`src/rtl/aes_wb_initiator.sv`:
```
// rtl/aes_wb_initiator.sv - Wishbone classic master that runs one AES-192 job on a Wishbone AES slave
module aes_wb_initiator #(
  parameter int            AW          = 32,
  parameter int            DW          = 32,
  parameter logic [AW-1:0] BASE_ADDR   = '0,
  parameter int            POLL_GAP    = 4,
  parameter int            ACK_TIMEOUT = 255,
  parameter int            POLL_LIMIT  = 1023
) (
  input  logic          wb_clk_i,
  input  logic          wb_rst_ni,
  input  logic          job_valid,
  output logic          job_ready,
  input  logic [127:0]  job_pt,
  input  logic [191:0]  job_key,
  output logic          res_valid,
  input  logic          res_ready,
  output logic [127:0]  res_ct,
  output logic          res_err,
  output logic [AW-1:0] wb_adr_o,
  output logic [DW-1:0] wb_dat_o,
  input  logic [DW-1:0] wb_dat_i,
  output logic [3:0]    wb_sel_o,
  output logic          wb_we_o,
  output logic          wb_cyc_o,
  output logic          wb_stb_o,
  input  logic          wb_ack_i,
  input  logic          wb_err_i
);

  // Slave word map
  localparam logic [3:0] IDX_GO   = 4'd0;
  localparam logic [3:0] IDX_PT0  = 4'd1;
  localparam logic [3:0] IDX_PT3  = 4'd4;
  localparam logic [3:0] IDX_KEY0 = 4'd5;
  localparam logic [3:0] IDX_KEY5 = 4'd10;
  localparam logic [3:0] IDX_STAT = 4'd11;
  localparam logic [3:0] IDX_CT0  = 4'd12;
  localparam logic [3:0] IDX_CT3  = 4'd15;

  // The gap after the start write is never shorter than one cycle, so a
  // stale valid bit cannot be sampled in the same cycle as the start edge.
  // Between polls the gap is exactly POLL_GAP (zero means back-to-back polls).
  localparam int             GAP_LEN   = (POLL_GAP < 1) ? 1 : POLL_GAP;
  localparam int             GW        = $clog2(GAP_LEN + 1);
  localparam logic [GW-1:0]  GAP_LAST  = GW'(GAP_LEN - 1);
  localparam int             PW        = $clog2(POLL_LIMIT + 2);
  localparam logic [PW-1:0]  POLL_LAST = PW'(POLL_LIMIT);
  localparam logic [7:0]     TO_LAST   = 8'(ACK_TIMEOUT - 1);

  typedef enum logic [2:0] {
    S_IDLE,
    S_WR_KEY,
    S_WR_PT,
    S_WR_GO,
    S_GAP,
    S_POLL,
    S_RD_CT,
    S_DONE
  } state_t;

  state_t          state_q, state_d;
  logic [3:0]      idx_q, idx_d;
  logic [GW-1:0]   gap_q, gap_d;
  logic [PW-1:0]   poll_q, poll_d;
  logic [7:0]      to_q, to_d;
  logic [127:0]    pt_q;
  logic [191:0]    key_q;
  logic [127:0]    ct_q;
  logic            err_q;

  logic            bus_active;
  logic            bus_write;
  logic            xfer_ack;
  logic            xfer_err;
  logic            timeout;
  logic            accept;
  logic            abort;
  logic            ct_shift;
  logic [DW-1:0]   wdata;

  assign bus_active = (state_q == S_WR_KEY) || (state_q == S_WR_PT) ||
                      (state_q == S_WR_GO)  || (state_q == S_POLL)  ||
                      (state_q == S_RD_CT);
  assign bus_write  = (state_q == S_WR_KEY) || (state_q == S_WR_PT) ||
                      (state_q == S_WR_GO);

  // An error response beats an acknowledge seen in the same cycle.
  assign xfer_err = bus_active && wb_err_i;
  assign xfer_ack = bus_active && wb_ack_i && !wb_err_i;
  assign timeout  = bus_active && !wb_ack_i && !wb_err_i && (to_q == TO_LAST);

  // State and per-transfer/per-job counters
  always_ff @(posedge wb_clk_i or negedge wb_rst_ni) begin
    if (!wb_rst_ni) begin
      state_q <= S_IDLE;
      idx_q   <= '0;
      gap_q   <= '0;
      poll_q  <= '0;
      to_q    <= '0;
    end else begin
      state_q <= state_d;
      idx_q   <= idx_d;
      gap_q   <= gap_d;
      poll_q  <= poll_d;
      to_q    <= to_d;
    end
  end

  // Next-state: walk the word map, poll status, collect ciphertext, abort on error
  always_comb begin
    state_d  = state_q;
    idx_d    = idx_q;
    gap_d    = gap_q;
    poll_d   = poll_q;
    to_d     = '0;
    accept   = 1'b0;
    abort    = 1'b0;
    ct_shift = 1'b0;

    if (bus_active && !wb_ack_i && !wb_err_i) begin
      to_d = to_q + 8'd1;
    end

    case (state_q)
      S_IDLE: begin
        if (job_valid) begin
          accept  = 1'b1;
          state_d = S_WR_KEY;
          idx_d   = IDX_KEY0;
          poll_d  = '0;
        end
      end
      S_WR_KEY: begin
        if (xfer_ack) begin
          if (idx_q == IDX_KEY5) begin
            state_d = S_WR_PT;
            idx_d   = IDX_PT0;
          end else begin
            idx_d = idx_q + 4'd1;
          end
        end
      end
      S_WR_PT: begin
        if (xfer_ack) begin
          if (idx_q == IDX_PT3) begin
            state_d = S_WR_GO;
            idx_d   = IDX_GO;
          end else begin
            idx_d = idx_q + 4'd1;
          end
        end
      end
      S_WR_GO: begin
        if (xfer_ack) begin
          state_d = S_GAP;
          gap_d   = '0;
        end
      end
      S_GAP: begin
        if (gap_q == GAP_LAST) begin
          state_d = S_POLL;
          idx_d   = IDX_STAT;
        end else begin
          gap_d = gap_q + GW'(1);
        end
      end
      S_POLL: begin
        if (xfer_ack) begin
          if (wb_dat_i[0]) begin
            state_d = S_RD_CT;
            idx_d   = IDX_CT0;
          end else if (poll_q == POLL_LAST) begin
            abort = 1'b1;
          end else begin
            poll_d = poll_q + PW'(1);
            if (POLL_GAP != 0) begin
              state_d = S_GAP;
              gap_d   = '0;
            end
          end
        end
      end
      S_RD_CT: begin
        if (xfer_ack) begin
          ct_shift = 1'b1;
          if (idx_q == IDX_CT3) begin
            state_d = S_DONE;
          end else begin
            idx_d = idx_q + 4'd1;
          end
        end
      end
      S_DONE: begin
        if (res_ready) begin
          state_d = S_IDLE;
        end
      end
      default: begin
        state_d = S_IDLE;
      end
    endcase

    if (xfer_err || timeout) begin
      abort = 1'b1;
    end
    if (abort) begin
      state_d  = S_DONE;
      ct_shift = 1'b0;
    end
  end

  // Job operands, ciphertext assembly (MSW first) and error flag
  always_ff @(posedge wb_clk_i or negedge wb_rst_ni) begin
    if (!wb_rst_ni) begin
      pt_q  <= '0;
      key_q <= '0;
      ct_q  <= '0;
      err_q <= 1'b0;
    end else begin
      if (accept) begin
        pt_q  <= job_pt;
        key_q <= job_key;
        ct_q  <= '0;
        err_q <= 1'b0;
      end else if (abort) begin
        ct_q  <= '0;
        err_q <= 1'b1;
      end else if (ct_shift) begin
        ct_q <= {ct_q[127-DW:0], wb_dat_i};
      end
    end
  end

  // Write data for the word currently addressed
  always_comb begin
    wdata = '0;
    case (idx_q)
      4'd0:    wdata = DW'(1);
      4'd1:    wdata = pt_q[31:0];
      4'd2:    wdata = pt_q[63:32];
      4'd3:    wdata = pt_q[95:64];
      4'd4:    wdata = pt_q[127:96];
      4'd5:    wdata = key_q[31:0];
      4'd6:    wdata = key_q[63:32];
      4'd7:    wdata = key_q[95:64];
      4'd8:    wdata = key_q[127:96];
      4'd9:    wdata = key_q[159:128];
      4'd10:   wdata = key_q[191:160];
      default: wdata = '0;
    endcase
  end

  // Bus signals follow registered state only, so they hold until ack/err
  // and drop at once on reset.
  assign wb_cyc_o  = bus_active;
  assign wb_stb_o  = bus_active;
  assign wb_we_o   = bus_write;
  assign wb_sel_o  = 4'hF;
  assign wb_adr_o  = bus_active ? (BASE_ADDR + AW'(idx_q)) : '0;
  assign wb_dat_o  = bus_write ? wdata : '0;

  assign job_ready = (state_q == S_IDLE);
  assign res_valid = (state_q == S_DONE);
  assign res_ct    = ct_q;
  assign res_err   = err_q;

endmodule

```
`config.mk`:
```
export PLATFORM = sky130hd
export DESIGN_NAME = aes_wb_initiator
export DESIGN_NICKNAME = d
export VERILOG_FILES = /design/src/rtl/aes_wb_initiator.sv
export SDC_FILE = /design/constraint.sdc
export NUM_CORES = 1
export LEC_CHECK = 0
export BUFFER_PORTS_ARGS = -buffer_cell sky130_fd_sc_hd__buf_4
export CAP_MARGIN = 20
export CORE_MARGIN = 2
export CORE_UTILIZATION = 45
export CTS_CLUSTER_DIAMETER = 80
export DETAILED_ROUTE_END_ITERATION = 6
export PLACE_DENSITY = 0.77
export SYNTH_ARGS = -nofsm -noshare
export SYNTH_HDL_FRONTEND = slang
export SYNTH_SLANG_ARGS = --single-unit
```
`constraint.sdc`:
```
create_clock -name wb_clk_i -period 2.16 [get_ports wb_clk_i]
set_clock_uncertainty 0.1 [all_clocks]
set_input_delay 0.108 -clock wb_clk_i [delete_from_list [all_inputs] [get_ports wb_clk_i]]
set_output_delay 0.108 -clock wb_clk_i [all_outputs]
set_load 0.02 [all_outputs]
```
==> impl_metrics.csv <==
group,metric,value,unit
run_status,outcome,"complete, but fails checks",
run_status,failed_checks,"negative setup slack",
global_route,grt_overflow_total,0,
clock_network,insertion_delay,0.58,ns
min_path,hold_path_class,"in2async",
floorplanning,die_w,220,um
power_and_ir_drop,ir_drop,0.673,mV
placement,io_buffers,527,
placement,dp.final_hpwl,51200,um
logic_synthesis,synth_edf_count,0,
setup_path,endpoint_kind,"primary output",
setup_path,worst_path_max_delay_cell,"dfrtp_2",
logic_synthesis,yosys.area.top_type,"dfrtp_1",
logic_synthesis,yosysWarnings,0,
route,drt_iter0_markers,2359,
logic_synthesis,synth_top_area_share,57.1,%
logic_synthesis,yosys.cell_types.count,59,
logic_synthesis,synth_compound_area_share,12.3,%
timing,setup_slack,-0.745,ns
timing,fmax,344,MHz
logic_synthesis,synth_xor_area_share,0.335,%
setup_path,crit_family,"compound AO/OA/AOI/OAI gates",
floorplanning,coreArea,46300,um2
power_and_ir_drop,leakage,0.0166,uW
setup_path,critPathArrivalTime,2.70,ns
timing,finalHoldViolations,0,
timing,rsz0062_at_grt,"true",
logic_synthesis,syn_avg_cell_area,8.71,um2
setup_path,r2r-end,"idx_q[0]$_DFFE_PN0P_",
floorplanning,start_util,45.3,%
job,max-cap-violations,0,
route,via_count,22500,
logic_synthesis,synth_fa_ha_area_share,0.538,%
finish,num-nets-final,3710,
timing,post-route-period-util,134,%
logic_synthesis,yosys.area_share.simple,24.8,%
route,routed_wl,85800,um
clock_network,clockBufferDepth,3,
route,first_pass_iters,6,
clock_network,clkSlewWorstSetupHoldPaths,0.07,ns
global_route,track_usage,34.2,%
finish,drive_above_1_share,27.1,%
setup_path,r2r_start,"idx_q[0]$_DFFE_PN0P_",
floorplanning,dieArea,48300,um2
floorplanning,ios,560,
setup_path,reg2reg_setup_slack,-0.10,ns
route,ant_nets,0,
timing,finalSetupTns,-21.51,ns
logic_synthesis,synth_mux_area_share,0.149,%
setup_path,cp_num_buf_inv,3,
global_route,antenna_found_initial,11,
finish,finalNonFillerCells,3998,
route,detail_route.wl_per_cell,21.5,um
timing,maxSlewHeadroom,46.6,%
placement,dp.cells,3492,
setup_path,max_stage_delay,0.45,ns
logic_synthesis,syn-instance-count,2405,
logic_synthesis,synth_top_family_by_area,"simple AND/OR/NAND/NOR gates",
route,drc_errors,0,
finish,area_growth,59.8,%
global_route,grt_pass1_vias,22700,
setup_path,crit_top_cell,"buf_4",
logic_synthesis,synth-seq-cells,478,
setup_path,crit_fanout,16,
global_route,grt_start_max_net_pins,171,
logic_synthesis,netlist_top_cells_area,"dfrtp_1, nand2_1, a21oi_1",
route,vias_per_cell,5.62,
logic_synthesis,synth-main-ff-cell,"dfrtp_1",
clock_network,cts_sinks,478,
floorplanning,die_h,220,um
finish,fillers,2950,
timing,min_period,2.90,ns
placement,gp_congestion,0.944,
timing,setup_viol,37,
logic_synthesis,ys_async_sr_fraction,100,%
setup_path,crit_type,"reg2out",
setup_path,crit_required,1.95,ns
clock_network,ctsHtreeMaxLevel,2,
timing,holdWs,0.0517,ns
setup_path,worstRegToRegCells,7,
setup_path,crit_chain,"buf_4 -> ha_4 -> and3_2 -> buf_6 -> a22o_1 -> a221oi_2 -> a31oi_2 -> buf_4",
clock_network,clockRootBuffer,"clkbuf_16",
power_and_ir_drop,power_density,1050,nW/um2
timing,worst_pin_slew,0.801,ns
global_route,grt_pass1_wl,126000,um
clock_network,cts_tree,"yes",
logic_synthesis,synth.yosys.seq_area_share,57.1,%
floorplanning,rows,79,
clock_network,numCtsBuffers,51,
setup_path,worst_setup_path_start_kind,"flip-flop",
logic_synthesis,netlist_area,20900,um2
timing,finalMaxSlewViolations,0,
## cell families after synthesis
| family | count (synthesis) |
|---|---|
| other | 2 |
| and+or+nand+nor | 1324 |
| buffers and inverters | 210 |
| DFF | 478 |
| AOI/OAI and AO/OA | 371 |
| muxes | 3 |
| adders and majority gates | 9 |
| xor gates and xnor gates | 8 |
## metrics by stage
| step | power, uW | cell area (um2) | setup slack [ns] | util [%] |
|---|---|---|---|---|
| after floorplan | 17800 | 21200 | -0.0878 | - |
| after global placement | 22000 | 26400 | -0.177 | 57.1 |
| after detailed placement | 22300 | 26400 | -0.295 | 57.1 |
| after CTS | 34000 | 33000 | -0.622 | 71.2 |
| after global routing | 36700 | 33400 | -0.768 | 72.3 |
| final | 35300 | 33500 | -0.745 | 72.3 |
## metal layers
metal / vias to the layer above / track usage [%] / share of wire, %
met4: 4 / 21.6 / 6.8
met5: - / 0 / 0.033
met2: 1570 / 54.8 / 47
met3: 419 / 7.12 / 9.4
li1: 9723 / - / -
met1: 10800 / 42.2 / 37
## synthesized netlist by cell type, types with 7 or more instances
cell	n
a221oi_1	67
a22o_1	66
nand3_1	12
a31oi_1	33
buf_2	54
a22oi_1	32
dfrtp_1	478
nand2_1	1233
inv_1	11
and3_1	8
nor2_1	20
buf_4	34
clkbuf_1	105
nor2b_1	7
a21oi_1	138
ha_1	9
## repair_timing
| item | CTS | global route |
|---|---|---|
| hold buffers | 359 | 0 |
| pin swaps | 29 | 25 |
| hold endpoints to repair | 843 | 0 |
| setup buffers | 26 | 12 |
| gates cloned | 3 | 6 |
| resized for setup | 157 | 37 |
| endpoints found under the setup margin | 46 | 179 |
## worst max path at each step
stage | start | end | slack, ns | cells past startpoint
floorplan | idx_q[0]$_DFFE_PN0P_ | wb_dat_o[26] | -0.09 | 7
global placement | idx_q[0]$_DFFE_PN0P_ | wb_dat_o[29] | -0.18 | 8
detailed placement | idx_q[0]$_DFFE_PN0P_ | wb_dat_o[29] | -0.30 | 8
CTS | idx_q[0]$_DFFE_PN0P_ | wb_dat_o[27] | -0.62 | 8
global route | idx_q[0]$_DFFE_PN0P_ | wb_dat_o[24] | -0.77 | 10
finish | idx_q[0]$_DFFE_PN0P_ | wb_dat_o[15] | -0.74 | 8
## report_power, final
group	internal (uW)	leakage (uW)	switching [uW]	total, uW
sequential	11400	0.00632	2090	13500
combinational	5570	0.00937	6640	12200
clock	5860	0.000896	3670	9540
total	22900	0.0166	12400	35300
## worst register-to-register path: stages, from the launching register on
cell and delay (ns):
dfrtp_2 0.45, buf_4 0.16, ha_4 0.16, buf_4 0.15
and3_4 0.15, a2111o_1 0.48, and2_4 0.19, a211o_1 0.29
## area by class of cell
type	instances	area, um2	share of cell area [%]
Tap cell	607	759	2.27
Inverter	12	52.6	0.157
Antenna cell	11	27.5	0.0823
Timing Repair Buffer	1053	9780	29.2
Clock inverter	14	283	0.845
Sequential cell	478	12000	35.8
Multi-Input combinational cell	1747	9040	27.0
Clock buffer	76	1540	4.60
## cells in the final DEF, fill, tap and decap left out, types with 16 or more instances in the layout
| master | synthesis | routed |
|---|---|---|
| clkbuf_8 | 0 | 17 |
| a31oi_2 | 1 | 18 |
| conb_1 | 2 | 32 |
| a22o_1 | 66 | 66 |
| nand2_1 | 1233 | 1232 |
| clkbuf_16 | 0 | 57 |
| dlygate4sd3_1 | 0 | 358 |
| buf_4 | 34 | 598 |
| buf_6 | 1 | 34 |
| a21oi_1 | 138 | 136 |
| dfrtp_1 | 478 | 472 |
| buf_12 | 0 | 43 |
| a22oi_1 | 32 | 32 |
| nor2_1 | 20 | 16 |
| a221oi_2 | 0 | 54 |
## state kept, by name (all words and copies together), names as in the netlist
signal / count
gap_q: 3
idx_q: 4
key_q: 192
poll_q: 11
pt_q: 128
res_ct: 128
res_err: 1
state_q: 3
to_q: 8
Note: power is estimated with default switching activity, not from simulation.
